### src/rtl/load_unit.sv
// load_unit: byte/half/word load engine with sign/zero extension.
// Optional macro LOAD_MISALIGNED_EN lets word-crossing loads proceed as two reads.
// Without it, those loads are reported as errors.
module load_unit #(
    parameter int unsigned DATA_WIDTH    = 32,
    parameter int unsigned BYTE_WIDTH    = 8,
    parameter int unsigned ADDRESS_WIDTH = 9
) (
    input  logic                     clk,
    input  logic                     rst,
    input  logic                     req_valid,
    output logic                     req_ready,
    input  logic [2:0]               funct3,
    input  logic [ADDRESS_WIDTH-1:0] A,
    output logic                     mem_re,
    output logic [ADDRESS_WIDTH-1:0] mem_addr,
    input  logic [DATA_WIDTH-1:0]    RD,
    output logic                     rsp_valid,
    input  logic                     rsp_ready,
    output logic [DATA_WIDTH-1:0]    RDATA,
    output logic                     rsp_err
);

    localparam int unsigned WORD_AW   = ADDRESS_WIDTH - 2;
    localparam int unsigned HALF_W    = 2 * BYTE_WIDTH;
    localparam int unsigned PAIR_W    = 2 * DATA_WIDTH;
`ifdef LOAD_MISALIGNED_EN
    localparam bit          MISALIGNED_EN = 1'b1;
`else
    localparam bit          MISALIGNED_EN = 1'b0;
`endif

    typedef enum logic [1:0] {IDLE, RD0, RD1, RESP} state_t;

    // Access spills into the next word (half at offset 3, word at any non-zero offset)
    function automatic logic is_crossing(input logic [2:0] f, input logic [1:0] off);
        case (f)
            3'b001, 3'b101: is_crossing = (off == 2'b11);
            3'b010:         is_crossing = (off != 2'b00);
            default:        is_crossing = 1'b0;
        endcase
    endfunction

    // Known encoding, and crossing allowed only when two-read support is built in
    function automatic logic is_legal(input logic [2:0] f, input logic [1:0] off);
        logic known;
        known = (f == 3'b000) || (f == 3'b001) || (f == 3'b010) ||
                (f == 3'b100) || (f == 3'b101);
        is_legal = known && (MISALIGNED_EN || !is_crossing(f, off));
    endfunction

    // Align the {word1,word0} pair by byte offset, then extend byte/half to full width
    function automatic logic [DATA_WIDTH-1:0] extract(input logic [PAIR_W-1:0] pair,
                                                      input logic [1:0]        off,
                                                      input logic [2:0]        f);
        logic [DATA_WIDTH-1:0] sh;
        logic                  sgn;
        sh = DATA_WIDTH'(pair >> (32'(off) * BYTE_WIDTH));
        case (f[1:0])
            2'b00: begin
                sgn     = ~f[2] & sh[BYTE_WIDTH-1];
                extract = {{(DATA_WIDTH-BYTE_WIDTH){sgn}}, sh[BYTE_WIDTH-1:0]};
            end
            2'b01: begin
                sgn     = ~f[2] & sh[HALF_W-1];
                extract = {{(DATA_WIDTH-HALF_W){sgn}}, sh[HALF_W-1:0]};
            end
            default: begin
                sgn     = 1'b0;
                extract = sh;
            end
        endcase
    endfunction

    state_t                  state_q, state_d;
    logic [2:0]              funct3_q, funct3_d;
    logic [1:0]              off_q, off_d;
    logic [WORD_AW-1:0]      waddr_q, waddr_d;
    logic [DATA_WIDTH-1:0]   word0_q, word0_d;
    logic [DATA_WIDTH-1:0]   rdata_q, rdata_d;
    logic                    err_q, err_d;

    // Next-state, datapath capture and combinational memory strobe
    always_comb begin
        state_d   = state_q;
        funct3_d  = funct3_q;
        off_d     = off_q;
        waddr_d   = waddr_q;
        word0_d   = word0_q;
        rdata_d   = rdata_q;
        err_d     = err_q;
        req_ready = 1'b0;
        mem_re    = 1'b0;
        mem_addr  = {waddr_q, 2'b00};

        case (state_q)
            IDLE: begin
                req_ready = 1'b1;
                if (req_valid) begin
                    funct3_d = funct3;
                    off_d    = A[1:0];
                    waddr_d  = A[ADDRESS_WIDTH-1:2];
                    if (is_legal(funct3, A[1:0])) begin
                        mem_re   = 1'b1;
                        mem_addr = {A[ADDRESS_WIDTH-1:2], 2'b00};
                        state_d  = RD0;
                    end else begin
                        rdata_d = '0;
                        err_d   = 1'b1;
                        state_d = RESP;
                    end
                end
            end
            RD0: begin
                word0_d = RD;
                if (MISALIGNED_EN && is_crossing(funct3_q, off_q)) begin
                    waddr_d  = WORD_AW'(waddr_q + 1'b1);
                    mem_re   = 1'b1;
                    mem_addr = {WORD_AW'(waddr_q + 1'b1), 2'b00};
                    state_d  = RD1;
                end else begin
                    rdata_d = extract({DATA_WIDTH'(0), RD}, off_q, funct3_q);
                    err_d   = 1'b0;
                    state_d = RESP;
                end
            end
            RD1: begin
                rdata_d = extract({RD, word0_q}, off_q, funct3_q);
                err_d   = 1'b0;
                state_d = RESP;
            end
            RESP: begin
                if (rsp_ready) begin
                    state_d = IDLE;
                end
            end
            default: state_d = IDLE;
        endcase

        if (rst) begin
            state_d   = IDLE;
            rdata_d   = '0;
            err_d     = 1'b0;
            req_ready = 1'b0;
            mem_re    = 1'b0;
        end
    end

    // State and datapath registers
    always_ff @(posedge clk) begin
        state_q  <= state_d;
        funct3_q <= funct3_d;
        off_q    <= off_d;
        waddr_q  <= waddr_d;
        word0_q  <= word0_d;
        rdata_q  <= rdata_d;
        err_q    <= err_d;
    end

    assign rsp_valid = (state_q == RESP) && !rst;
    assign RDATA     = rdata_q;
    assign rsp_err   = err_q;

endmodule

### config.mk
export PLATFORM = sky130hd
export DESIGN_NAME = load_unit
export DESIGN_NICKNAME = d
export VERILOG_FILES = /design/src/rtl/load_unit.sv
export SDC_FILE = /design/constraint.sdc
export NUM_CORES = 1
export LEC_CHECK = 0
export CORE_MARGIN = 5
export CORE_UTILIZATION = 40
export DETAILED_ROUTE_END_ITERATION = 8
export GPL_TIMING_DRIVEN = 0
export PLACE_DENSITY = 0.67
export SYNTH_ARGS = -nofsm -noshare
export SYNTH_HDL_FRONTEND = slang
export SYNTH_SLANG_ARGS = --single-unit
### constraint.sdc
create_clock -name clk -period 3.1 [get_ports clk]
set_clock_uncertainty 0.1 [all_clocks]
set_input_delay 0.62 -clock clk [delete_from_list [all_inputs] [get_ports clk]]
set_output_delay 0.62 -clock clk [all_outputs]
set_load 0.05 [all_outputs]
# After elaboration in Yosys (flattened, before gate mapping)
# Cells that the tools add are included.
word_totals:
  regBits: 79
  in_bits: 48
  output_inout_bits: 45
  word_cells: 70
classes:
  eq_ne: 12
  n_shift: 2
  muxes: 24
  bitwise_logic: 5
  reduce_logical: 20
op_table:
  columns: ["op", "n"]
  rows:
  - ["$pmux 32 s2", 2]
  - ["$pmux 32 s3", 1]
  - ["$mux 32", 2]
  - ["$shr 64x5->32", 1]
  - ["$shr 32x5->32", 1]
  - ["$mux 9", 3]
  - ["$mux 1", 10]
  - ["$eq 2x2->1 const B", 3]
  - ["$eq 3x3->1 const B", 2]
  - ["$mux 2", 3]
  - ["$ne 2x2->1 const B", 3]
  - ["$pmux 2 s3", 1]
  - ["$reduce_and 3->1", 2]
  - ["$and 1x1->1", 4]
  - ["$eq 2x1->1 const B", 2]
  - ["$logic_not 2->1", 2]
  - ["$logic_or 1x1->1", 4]
  - ["$pmux 1 s2", 2]
  - ["$reduce_and 2->1", 2]
  - ["$reduce_bool 2->1", 2]
  - ["$reduce_or 2->1", 2]
  - ["$eq 3x1->1 const B", 1]
  - ["$eq 3x2->1 const B", 1]
  - ["$logic_not 3->1", 1]
  - ["other kinds (4)", 6]

# Longest topological paths before layout
logic_depth:
  depth_word: 11
  ltp_mapped: 8
  depth_no_buf: 7

# Worst setup path before layout
# Ideal clock, no wire load.
synth_timing:
  path_type: "input-to-output"
  startpoint: "input port funct3[0]"
  endpoint: "output port mem_re"
  t_arrival_ns: 2.032
  t_required_ns: 2.380
  slack_ns: 0.348
  cell_stages: 5
  n_path_buf: 0
  cell_sequence: "nor4_1 -> o21ai_2 -> inv_1 -> nand2_1 -> nor2_1"
synth_via:
  elab_chain_len: 11
  word_cells_on_any_way: 19
  classes_between: "eq/ne (4); mux (7); reduce/logical (8)"
synth_rtl:
  columns: ["item", "line", "text"]
  rows:
  - ["start, declared", "13", "input logic [2:0] funct3,"]
  - ["$eq 3x1->1 / $eq 3x3->1 (equally long branches)", "37, 47, 48", null]
  - ["$reduce_or 2->1", "37", "case (f)"]
  - ["$pmux 1 s2", "37", null]
  - ["$mux 1", "99", "if (req_valid) begin"]
  - ["$mux 1", "96", "case (state_q)"]
  - ["$logic_not 1->1", "49", "is_legal = known && (MISALIGNED_EN || !is_crossing(f, off));"]
  - ["$logic_and 1x1->1 *", "49", null]
  - ["$mux 1 *", "103", "if (is_legal(funct3, A[1:0])) begin"]
  - ["$mux 1 *", "99", null]
  - ["$mux 1 *", "96", null]
  - ["$mux 1 *", "140", "if (rst) begin"]
  - ["end, declared", "15", "output logic mem_re,"]
# Mark *: on every way between the ends. The rest lies on a longest branch, timed or not. The select of a mux whose other input is x is not followed.

# Final worst setup path
layout_timing:
  startpoint: "input port A[1]"
  endpoint: "output port mem_addr[8]"
layout_via:
  elab_chain_len: 9
  word_cells_on_any_way: 10
  classes_between: "eq/ne (1); mux (6); reduce/logical (3)"
layout_rtl:
  columns: ["item", "line", "text"]
  rows:
  - ["start, declared", "14", "input logic [ADDRESS_WIDTH-1:0] A,"]
  - ["$eq 2x2->1 / $reduce_bool 2->1 (equally long branches)", "38, 39", null]
  - ["$pmux 1 s2 *", "37", null]
  - ["$mux 1 *", "99", null]
  - ["$mux 1 *", "96", null]
  - ["$logic_not 1->1 *", "49", null]
  - ["$logic_and 1x1->1 *", "49", null]
  - ["$mux 9 *", "103", null]
  - ["$mux 9 *", "99", null]
  - ["$mux 9 *", "96", null]
  - ["end, declared", "16", "output logic [ADDRESS_WIDTH-1:0] mem_addr,"]
# Marks and branches as above.

==> metrics.csv <==
stage,metric,value,unit
worst_setup_path,critPathKind,in2out,
worst_setup_path,slowest_stage,clkdlybuf4s50_1,
worst_setup_path,worst_ep_arrival_time,2.24,ns
sta,layout_setup_ws,0.142,ns
finish,final-instance-count-excl-fill,702,
grt,track_usage,21.5,%
clocking,clock-sinks,79,
yosys,synth_area_per_cell,10.2,sq um
floorplanning,die_h,117,um
sta,final.min_clock_period,2.96,ns
floorplanning,num_rows,39,
job,drv_cap,0,
clocking,cts_buffer_depth,2,
placement,dp_cells,685,
clocking,cts_hold_buf,0,
routing,final_antenna_net_count,0,
floorplanning,dieArea,13700,sq um
grt,use_met2,33.8,%
clocking,clk_pin_slew,0.06,ns
routing,vias,4131,
yosys,async_reset_ff_share,0,%
yosys,synthFlopType,edfxtp_1,
clocking,clk-insertion-delay-late,0.34,ns
floorplanning,core-area,11300,sq um
sta,timing.final.crit_share,95.4,%
sta,drv_slew,0,
clocking,cts_root_buf,clkbuf_16,
worst_setup_path,end_kind,output pin,
finish,drive_gt1_share,12.7,%
clocking,cts_tree,done,
grt,grt_most_used_layer,met2,
routing,first_pass_iters,6,
sta,rsz0062_at_grt,no,
grt,gr-usage-met1,29.1,%
floorplanning,io_pins,93,
routing,drt_iter0_markers,391,
yosys,yosys_warnings,0,
grt,grt_pass1_vias,4047,
power,leakagePower,0.00231,uW
placement,portBuffers,90,
finish,antenna_cells,0,
placement,dp_slack,-0.644,ns
finish,syn_to_final_growth,29.4,%
placement,gp_congestion,0.887,
worst_setup_path,crit_fanout,8,
worst_setup_path,start_kind,primary input,
routing,wl,14400,um
power,max-vdd-ir-drop,319,uV
yosys,ys_types,49,
power,cellPowerDensity,583,nW/um^2
floorplanning,start_util,40.5,%
hold_path,hp-class,reg2reg,
grt,overflow,0,
placement,dpl_cell_area,5680,sq um
sta,totalNegativeSetupSlack,0,ns
yosys,syn_area,4590,sq um
yosys,synth_edf_count,44,
worst_setup_path,max_stage_delay,0.52,ns
grt,antenna_found_initial,0,
worst_setup_path,required,2.38,ns
clocking,cts_inserted_buffers,9,
sta,setup_viol,0,
routing,vias_per_cell,5.88,
yosys,ys_seq_area_share,44.1,%
finish,nets,607,
yosys,syn_inst,451,
yosys,ys_ff_latch,79,
grt,grt_max_degree,39,
finish,design_area,5940,sq um
routing,drcViolationCount,0,
clocking,h-tree-depth,3,
floorplanning,die_x,117,um
worst_setup_path,cp_cell_sequence,clkdlybuf4s50_1 > a31oi_1 > o21ai_2 > inv_1 > nand2_2 > mux2_2 > buf_2,
sta,hold_viol,0,
grt,grt_pass1_wl,22300,um
routing,avgRoutedWirePerCell,20.5,um
outcome,status,"complete, no violations",
placement,place_hpwl,10300,um
grt,use_met3,6.22,%
sta,max_freq,338,MHz
sta,max_slew_margin,37.1,%
sta,worst_slew_pin_slew,0.943,ns
worst_setup_path,rrSetupSlack,0.41,ns
-- power by group --
part	switching (uW)	total, uW	internal [uW]	leakage, uW
clock	429	1050	621	0.000136
sequential	55.7	1290	1240	0.000699
combinational	714	1120	406	0.00148
total	1200	3460	2270	0.00231
-- final timing paths --
check                                    to  depth (start not counted)  startpoint
worst max-delay path            mem_addr[8]                          7        A[1]
worst min-delay path              RDATA[14]                          2   RDATA[14]
worst max register to register     RDATA[5]                          6  state_q[0]
worst min register to register    RDATA[14]                          2   RDATA[14]
-- kinds of logic (layout without fill, tap and decap cells) --
logic type / after synthesis / after routing / synth area share, %
flops: 79 / 79 / 44.1
fa+ha+maj: 5 / 5 / 1.36
compound gates: 119 / 119 / 17.9
buf+inv: 40 / 147 / 4.69
mux: 78 / 78 / 18.0
other cells: 1 / 2 / 0.0817
xor+xnor: 1 / 1 / 0.191
simple gates: 128 / 128 / 13.8
-- sequential cells by signal, indices dropped and copies added (netlist names) --
register	cells
waddr_q	7
word0_q	32
off_q	2
RDATA	32
state_q	2
funct3_q	3
rsp_err	1
-- cells in the mapped netlist (3+ instances only) --
master | n | area, sq um
a22oi_1 | 18 | 135
inv_1 | 5 | 18.8
a21oi_1 | 38 | 190
nor3_1 | 3 | 15.0
nand3_1 | 17 | 85.1
dfxtp_1 | 35 | 701
ha_1 | 5 | 62.6
edfxtp_1 | 44 | 1320
nand2_1 | 48 | 180
mux2_2 | 15 | 169
a221o_1 | 7 | 70.1
nor2_1 | 16 | 60.1
a211o_1 | 9 | 78.8
buf_4 | 5 | 37.5
o221ai_1 | 8 | 70.1
buf_6 | 4 | 45.0
clkbuf_1 | 12 | 45.0
nor2b_1 | 6 | 37.5
nand2b_1 | 23 | 144
o21ai_0 | 21 | 105
buf_2 | 13 | 65.1
mux2i_1 | 61 | 611
a32o_1 | 5 | 50.1
-- worst max-delay path: cells and delay by family --
kind	cells	cell delay, ns
and+or+nand+nor	1	0.17
AOI/OAI and AO/OA	2	0.29
muxes	1	0.36
buffers and inverters	3	0.80
-- routing by layer --
layer / share of wire, % / up-vias / routed length (um)
li1: - / 1893 / -
met1: 43 / 1989 / 6160
met2: 46 / 230 / 6580
met3: 10 / 19 / 1490
met4: 1.3 / 0 / 193
met5: 0 / - / 0
-- cells in the final DEF (no fill, tap or decap), drive strengths merged, types with 8 or more instances in the layout --
master	n
a211o	9
a21oi	38
a22oi	19
buf	31
clkbuf	25
clkdlybuf4s50	82
dfxtp	35
edfxtp	44
mux2	15
mux2i	61
nand2	48
nand2b	23
nand3	19
nor2	16
o21ai	23
o221ai	8
-- cell type report --
cell class | count | area [sq um]
Buffer | 35 | 196
Tap cell | 143 | 179
Inverter | 5 | 18.8
Multi-Input combinational cell | 333 | 2370
Sequential cell | 79 | 2020
Clock buffer | 12 | 236
Clock inverter | 4 | 46.3
Timing Repair Buffer | 91 | 868
Fill cell | 1073 | 5380
-- repair_timing --
action / in CTS / in global routing
endpoints found under the setup margin: 8 / 13
buffers inserted: 1 / 0
pin swaps: 1 / 0
cloned: 0 / 0
resized for setup: 25 / 16
-- per-stage QoR --
step	total power (uW)	util [%]	hold WS, ns
3_5_place_dp	2430	50.1	0.348
6_report	3460	52.5	0.357
3_3_place_gp	2410	50.1	0.338
5_1_grt	3610	52.5	0.389
2_1_floorplan	2040	-	0.394
4_1_cts	3470	52.9	0.362
No activity file was read; power rests on OpenSTA's default activity.
